[config.mk]
export PLATFORM = sky130hd
export DESIGN_NAME = pixel_dispatch
export DESIGN_NICKNAME = d
export VERILOG_FILES = /design/src/rtl/pixel_dispatch.sv
export SDC_FILE = /design/constraint.sdc
export NUM_CORES = 1
export LEC_CHECK = 0
export ABC_CLOCK_PERIOD_IN_PS = 7900
export BUFFER_PORTS_ARGS = -buffer_cell sky130_fd_sc_hd__buf_2
export CORE_ASPECT_RATIO = 1.25
export CORE_MARGIN = 4
export CORE_UTILIZATION = 30
export DETAILED_ROUTE_END_ITERATION = 7
export PLACE_DENSITY = 0.58
export SYNTH_ARGS = -nofsm -noshare
export SYNTH_HDL_FRONTEND = slang
export SYNTH_SLANG_ARGS = --single-unit
[constraint.sdc]
create_clock -name clk -period 7.9 [get_ports clk]
set_input_delay 0.79 -clock clk [delete_from_list [all_inputs] [get_ports clk]]
set_output_delay 0.79 -clock clk [all_outputs]
set_load 0.01 [all_outputs]
[src/rtl/pixel_dispatch.sv]
// Issues linear frame addresses round-robin to variable-latency shading lanes and merges
// their results into one stream, keeping every in-flight address within WINDOW of the oldest.
module pixel_dispatch #(
    parameter int H_DISP = 1280,
    parameter int V_DISP = 720,
    parameter int LANES  = 4,
    parameter int WINDOW = 16
) (
    input  logic                clk,
    input  logic                rst,
    input  logic                frame_start,
    output logic [LANES-1:0]    lane_req_valid,
    output logic [19:0]         lane_req_addr,
    input  logic [LANES-1:0]    lane_req_ready,
    input  logic [LANES-1:0]    lane_res_valid,
    input  logic [16*LANES-1:0] lane_res_data,
    input  logic [20*LANES-1:0] lane_res_addr,
    output logic [LANES-1:0]    lane_res_ready,
    output logic [15:0]         data,
    output logic [19:0]         data_addr,
    output logic                data_valid,
    output logic                busy,
    output logic                frame_done
);
    localparam int          PW    = (LANES > 1) ? $clog2(LANES) : 1;
    localparam int          WW    = (WINDOW > 1) ? $clog2(WINDOW) : 1;
    localparam logic [20:0] TOTAL = 21'(H_DISP * V_DISP);
    localparam logic [20:0] WIN   = 21'(WINDOW);

    typedef enum logic [1:0] {IDLE, RUN, DRAIN, DONE} state_t;

    state_t            state_reg, state_next;
    logic [20:0]       issue_ptr_reg, issue_ptr_next;
    logic [20:0]       oldest_reg, oldest_next;
    logic [WINDOW-1:0] bitmap_reg, bitmap_next;
    logic [PW-1:0]     req_rr_reg, req_rr_next;
    logic [PW-1:0]     res_rr_reg, res_rr_next;
    logic [15:0]       data_reg, data_next;
    logic [19:0]       data_addr_reg, data_addr_next;
    logic              data_valid_reg, data_valid_next;

    logic [15:0]       lane_data [LANES];
    logic [19:0]       lane_tag  [LANES];
    logic [PW:0]       req_pick, res_pick;
    logic [PW-1:0]     req_lane, res_lane;
    logic [19:0]       res_tag;
    logic              active, issue_ok, issue_fire, res_fire, res_hit;
    logic [WINDOW-1:0] set_mask, clr_mask, cleared;

    generate
        for (genvar gi = 0; gi < LANES; gi++) begin : g_lane
            assign lane_data[gi] = lane_res_data[16*gi +: 16];
            assign lane_tag[gi]  = lane_res_addr[20*gi +: 20];
        end
    endgenerate

    // Returns {found, lane}: first set bit of req searching upward from start, wrapping.
    function automatic logic [PW:0] rr_pick(input logic [LANES-1:0] req, input logic [PW-1:0] start);
        logic [PW:0] pick;
        int          idx;
        pick = '0;
        for (int k = LANES - 1; k >= 0; k--) begin
            idx = (int'(start) + k) % LANES;
            if (req[PW'(idx)]) pick = {1'b1, PW'(idx)};
        end
        return pick;
    endfunction

    function automatic logic [PW-1:0] next_lane(input logic [PW-1:0] lane);
        return PW'((int'(lane) + 1) % LANES);
    endfunction

    always_comb begin
        req_pick   = rr_pick(lane_req_ready, req_rr_reg);
        res_pick   = rr_pick(lane_res_valid, res_rr_reg);
        req_lane   = req_pick[PW-1:0];
        res_lane   = res_pick[PW-1:0];
        active     = (state_reg == RUN) || (state_reg == DRAIN);
        issue_ok   = (state_reg == RUN) && (issue_ptr_reg < TOTAL) &&
                     ((issue_ptr_reg - oldest_reg) < WIN);
        issue_fire = !rst && issue_ok && req_pick[PW];
        res_fire   = !rst && res_pick[PW];
        res_tag    = lane_tag[res_lane];
        // Results outside a frame, or whose tag is not outstanding, are acked and dropped.
        res_hit    = res_fire && active && bitmap_reg[res_tag[WW-1:0]];

        lane_req_valid = '0;
        lane_res_ready = '0;
        set_mask       = '0;
        clr_mask       = '0;
        if (issue_fire) begin
            lane_req_valid[req_lane]        = 1'b1;
            set_mask[issue_ptr_reg[WW-1:0]] = 1'b1;
        end
        if (res_fire) lane_res_ready[res_lane] = 1'b1;
        if (res_hit) clr_mask[res_tag[WW-1:0]] = 1'b1;
        lane_req_addr = issue_fire ? issue_ptr_reg[19:0] : 20'd0;
        cleared       = bitmap_reg & ~clr_mask;

        state_next      = state_reg;
        issue_ptr_next  = issue_ptr_reg;
        oldest_next     = oldest_reg;
        bitmap_next     = cleared | set_mask;
        req_rr_next     = req_rr_reg;
        res_rr_next     = res_rr_reg;
        data_valid_next = res_hit;
        data_next       = res_hit ? lane_data[res_lane] : 16'd0;
        data_addr_next  = res_hit ? res_tag : 20'd0;

        if (issue_fire) begin
            issue_ptr_next = issue_ptr_reg + 21'd1;
            req_rr_next    = next_lane(req_lane);
        end
        if (res_fire) res_rr_next = next_lane(res_lane);
        if (active && (oldest_reg < issue_ptr_reg) && !cleared[oldest_reg[WW-1:0]])
            oldest_next = oldest_reg + 21'd1;

        case (state_reg)
            IDLE: begin
                if (frame_start) begin
                    state_next     = RUN;
                    issue_ptr_next = '0;
                    oldest_next    = '0;
                    bitmap_next    = '0;
                end
            end
            RUN:     if (issue_fire && (issue_ptr_reg == TOTAL - 21'd1)) state_next = DRAIN;
            DRAIN:   if ((bitmap_reg == '0) && !res_fire) state_next = DONE;
            DONE:    state_next = IDLE;
            default: state_next = IDLE;
        endcase
    end

    always_ff @(posedge clk) begin
        if (rst) begin
            state_reg      <= IDLE;
            issue_ptr_reg  <= '0;
            oldest_reg     <= '0;
            bitmap_reg     <= '0;
            req_rr_reg     <= '0;
            res_rr_reg     <= '0;
            data_reg       <= '0;
            data_addr_reg  <= '0;
            data_valid_reg <= 1'b0;
        end else begin
            state_reg      <= state_next;
            issue_ptr_reg  <= issue_ptr_next;
            oldest_reg     <= oldest_next;
            bitmap_reg     <= bitmap_next;
            req_rr_reg     <= req_rr_next;
            res_rr_reg     <= res_rr_next;
            data_reg       <= data_next;
            data_addr_reg  <= data_addr_next;
            data_valid_reg <= data_valid_next;
        end
    end

    assign data       = data_reg;
    assign data_addr  = data_addr_reg;
    assign data_valid = data_valid_reg;
    assign busy       = (state_reg == RUN) || (state_reg == DRAIN);
    assign frame_done = (state_reg == DONE);
endmodule

* Word level (Yosys, flattened, before mapping)
Index checks and enable logic that the tools add are counted.
** Storage, ports and cells
- Register bits :: 101
- Input bits :: 155
- Output and inout bits :: 67
- Logic and storage cells :: 143
** Cells by class
- Add/sub/neg operators :: 11
- Order comparisons :: 21
- Equality and inequality tests :: 7
- Muxes and demuxes :: 67
- Bitwise logic cells :: 5
- Reduce and logical (&&, ||, !) cells :: 23
** Operators with widths (count)
- 2-to-1 mux 21 bit :: 6
- 2-to-1 mux 16 bit :: 6
- 2-to-1 mux 20 bit :: 3
- adder 21 x 1 -> 21 bit (second input constant) :: 2
- binary-select mux 20 bit (select 2 bit) :: 1
- binary-select mux 16 bit (select 2 bit) :: 1
- < comparator 2 x 4 -> 1 bit (second input constant) :: 8
- 2-to-1 mux 3 bit :: 8
- 2-to-1 mux 1 bit :: 22
- equality test 21 x 20 -> 1 bit (second input constant) :: 1
- < comparator 21 x 20 -> 1 bit (second input constant) :: 1
- < comparator 21 bit :: 1
- < comparator 21 x 5 -> 1 bit (second input constant) :: 1
- subtractor 21 bit :: 1
- AND 16 bit :: 1
- binary-select mux 1 bit (select 2 bit) :: 8
- zero test 16 bit :: 1
- inverter 16 bit :: 1
- bitwise OR 16 bit :: 1
- logical AND 1 bit :: 15
- < comparator 4 x 5 -> 1 bit (second input constant) :: 3
- adder 2 x 1 -> 2 bit (second input constant) :: 4
- adder 2 bit (second input constant) :: 4
- binary-select mux 1 bit (select 4 bit) :: 2
- other kinds (19) :: 32

* Depth between registers and ports, before layout
- Depth after elaboration :: 26
- Depth in mapped cells :: 15
- Gate-level depth less buffers :: 13

* Worst setup path before layout
No wires, ideal clock.
- Path type :: register to output
- Start :: register oldest_reg[1]
- End :: output lane_req_addr[10]
- Data arrival time :: 3.352 ns
- Required time :: 7.110 ns
- Path slack :: 3.758 ns
- Stages on the path, launching flop included :: 14
- Buffers on the path :: 1
- Cell sequence :: dfxtp_1 > clkinv_1 > ha_1 > nor2b_1 > o21bai_1 > a21oi_1 > o2111a_1 > or2_2 > or3_1 > a222oi_1 > o2111ai_1 > nor2_1 > clkbuf_1 > and2_1
** On the way
- Cells in the longest elaborated chain, start to end :: 6
** Ends and longest elaborated chain
- start, declared :: line 34 : logic [20:0] oldest_reg, oldest_next;
- start signal, assigned :: line 148 : oldest_reg <= oldest_next;
- subtractor 21 bit :: line 80 : ((issue_ptr_reg - oldest_reg) < WIN);
- < comparator 21 x 5 -> 1 bit :: line 80
- logical AND 1 bit :: line 79 : issue_ok = (state_reg == RUN) && (issue_ptr_reg < TOTAL) &&
- logical AND 1 bit (2 in a row) :: line 81 : issue_fire = !rst && issue_ok && req_pick[PW];
- 2-to-1 mux 20 bit :: line 97 : lane_req_addr = issue_fire ? issue_ptr_reg[19:0] : 20'd0;
- end, declared :: line 13 : output logic [19:0] lane_req_addr,
Every way passes these cells.

* Final worst setup path
- Start :: register oldest_reg[1]
- End :: output lane_req_addr[13]
Same word-level chain as after synthesis.

==> results.yml <==
synthesis:
  synth_area_leaders: "dfxtp_1 (28%), nand2_1 (8.7%), ha_1 (6.8%)"
  yosys.area.top_type: "dfxtp_1"
  ys_seq_area_frac: 0.281
  synth_edf_count: 0
  syn_avg_cell_area_um2: 7.46
  syn_inst: 964
  netlist_area_um2: 7190
  synth-seq-cells: 101
  synth_cell_type_count: 80
  syn_nets: 1158
  ys_async_sr_fraction: 0
  yosysMostFrequentCell: "nand2_1"
  synth_commonest_cells: "nand2_1 (167), dfxtp_1 (101), a21oi_1 (59)"
  ys_warn_count: 0
  synth_top_area_frac: 0.281
  synth_top_flop_cell: "dfxtp_1"
routing:
  viasPerCell: 5.39
  wl_per_cell_um: 17.5
  drt_wl_total_um: 25400
  drc: 0
  drt_iter0_drc: 529
  ant_nets: 0
  num_vias: 7825
  dr.pass1.iters: 5
critical_path:
  slowest_stage: "a2111oi_0"
  crit_path_max_fanout: 12
  setup.worst_path.start: "oldest_reg[1]"
  path_class: "reg2out"
  rr_startpoint: "oldest_reg[1]"
  worstPathCellList: "clkinv_1 -> ha_1 -> nor2b_1 -> o21bai_1 -> a21oi_1 -> o2111a_1 -> or2_2 -> a2111oi_0 -> o2111ai_1 -> nor2_1 -> buf_4 -> and2_1 -> buf_2"
  critPathMaxStageDelay_ns: 0.65
  startpoint_type: "flip-flop"
  crit_family: "compound AO/OA/AOI/OAI gates"
  critPathRequiredTime_ns: 7.11
  rr_worst_depth: 13
  cp_num_buf_inv: 3
  setup.worst_path.end_class: "output port"
  crit_cells: 13
  arrival_ns: 4.64
timing:
  slew-limit-headroom: 0.300
  finClkSkew_ns: 0.0131
  finalCritPeriodShare: 0.688
  hold_ws_ns: 0.489
  max_freq_mhz: 184
  layout_setup_ws_ns: 2.47
  maxSlewViolCount: 0
  min_period_ns: 5.43
  fin_setup_tns_ns: 0
  hold_violations: 0
  setup_viol: 0
  tightest_slew_ns: 1.05
  rsz0062_at_grt: "no"
placement:
  gp_congestion: 0.909
  place_hpwl_um: 19900
  preCtsSetupSlack_ns: 2.82
  placed_area_um2: 8490
  io_buffers: 221
floorplan:
  core_area_um2: 23600
  fp.dieH_um: 181
  start_util: 0.304
  boundaryPins: 222
  die_area_um2: 26500
  die_w_um: 146
  row_count: 63
run_status:
  outcome: "finished, final reports clean"
clock_tree:
  clkLatencyLatePin_ns: 0.36
  cts_resized: 0
  cts_tree: "yes"
  cts_root_buffer: "clkbuf_16"
  post_cts.repair.setup_buffers: 0
  path_clk_slew_ns: 0.07
  cts_buffer_depth: 2
  cts_max_level: 3
  cts_made_buffers: 9
  cts_hold_buffers: 0
  clkSinkCount: 101
layout:
  nNetsFinal: 1345
  nFillCells: 2548
  multiInputGateArea_um2: 4730
  areaGrowthSynthToFinish_pct: 22.4
  fin_area_um2: 8800
  drive_gt1_frac: 0.232
  regArea_um2: 2020
global_route:
  grt_max_degree: 67
  grt.total_usage: 0.185
  antenna_found_initial: 5
  gr-total-overflow: 0
  grt_pass1_wl_um: 39800
  grt_pass1_vias: 7681
min_path:
  hp-class: "reg2reg"
  hp-start: "oldest_reg[13]"
  hold_depth: 2
power_and_ir_drop:
  total_power_w: 0.00168
  power_density_nw_per_um2: 191
  p_leak_nw: 3.83
  ir_worst_vdd_uv: 105
flow_run:
  maxCapViolCount: 0
[worst paths after layout]
check | end | slack, ns
setup reg to reg | issue_ptr_reg[17] | 3.03
hold reg to reg | oldest_reg[13] | 0.49
setup / recovery | lane_req_addr[13] | 2.47
hold / removal | oldest_reg[13] | 0.49
[kinds of logic after synthesis]
family	synth area share
simple gates	0.330
compound gates	0.208
buf+inv	0.0619
flops	0.281
fa+ha+maj	0.0679
mux	0.0303
xor+xnor	0.0207
[stage by stage]
step / std cells / util
after floorplan: 964 / -
after global placement: 1432 / 0.359
after detailed placement: 1432 / 0.359
after CTS: 1448 / 0.372
after global routing: 1450 / 0.372
final: 1452 / 0.372
[report_power, final]
group	switching (W)	internal [W]
combinational	0.000419	0.000218
clock	0.000211	0.000255
sequential	0.0000249	0.000551
[area by class of cell]
| class | instances | area share |
|---|---|---|
| repair buffers | 228 | 0.132 |
| clock buffers | 11 | 0.0276 |
| clock inverters | 5 | 0.00682 |
| inverters | 57 | 0.0243 |
| well taps | 292 | 0.0415 |
| multi-input cells | 754 | 0.537 |
| flip-flops and latches | 101 | 0.230 |
| diodes | 4 | 0.00114 |
[metal layers]
metal,global-route usage,up-vias,wire length (um)
li1,-,3875,-
met1,0.212,3567,9950
met2,0.324,327,12300
met3,0.0504,54,2230
met4,0.0787,2,829
met5,0,-,13
[placed cells by master (no fill, tap or decap), types with 3 or more instances in the layout]
cell type	Yosys	layout
o21ai_0	38	38
xnor2_1	12	12
mux2i_1	15	15
clkbuf_16	0	9
o21bai_1	3	3
a311oi_1	35	35
diode_2	0	4
a31oi_1	3	3
nor2b_1	10	10
o2111ai_1	4	4
o31ai_1	8	8
dfxtp_1	101	101
nand3_1	46	46
or3_1	17	17
xor2_1	5	5
o211ai_1	4	4
o21a_1	7	7
a211oi_1	6	6
a2111oi_0	5	5
a21oi_1	59	59
o21ai_1	3	3
inv_1	54	54
nand2b_1	13	13
buf_4	1	7
nor2_1	51	51
buf_2	2	221
or4_1	7	7
a211oi_2	3	3
nand4_1	16	16
ha_1	39	39
nor3_1	20	20
and2_1	30	30
and3_1	45	45
o41ai_1	6	6
nand2_1	167	167
nor4_1	18	18
a21o_1	5	5
[tightest hold or removal path, delay by kind of cell, from the launching register on]
family,cells,cell delay (ns)
AOI/OAI and AO/OA,2,0.13
DFF,1,0.32
Power figures use the tool's default switching activity.
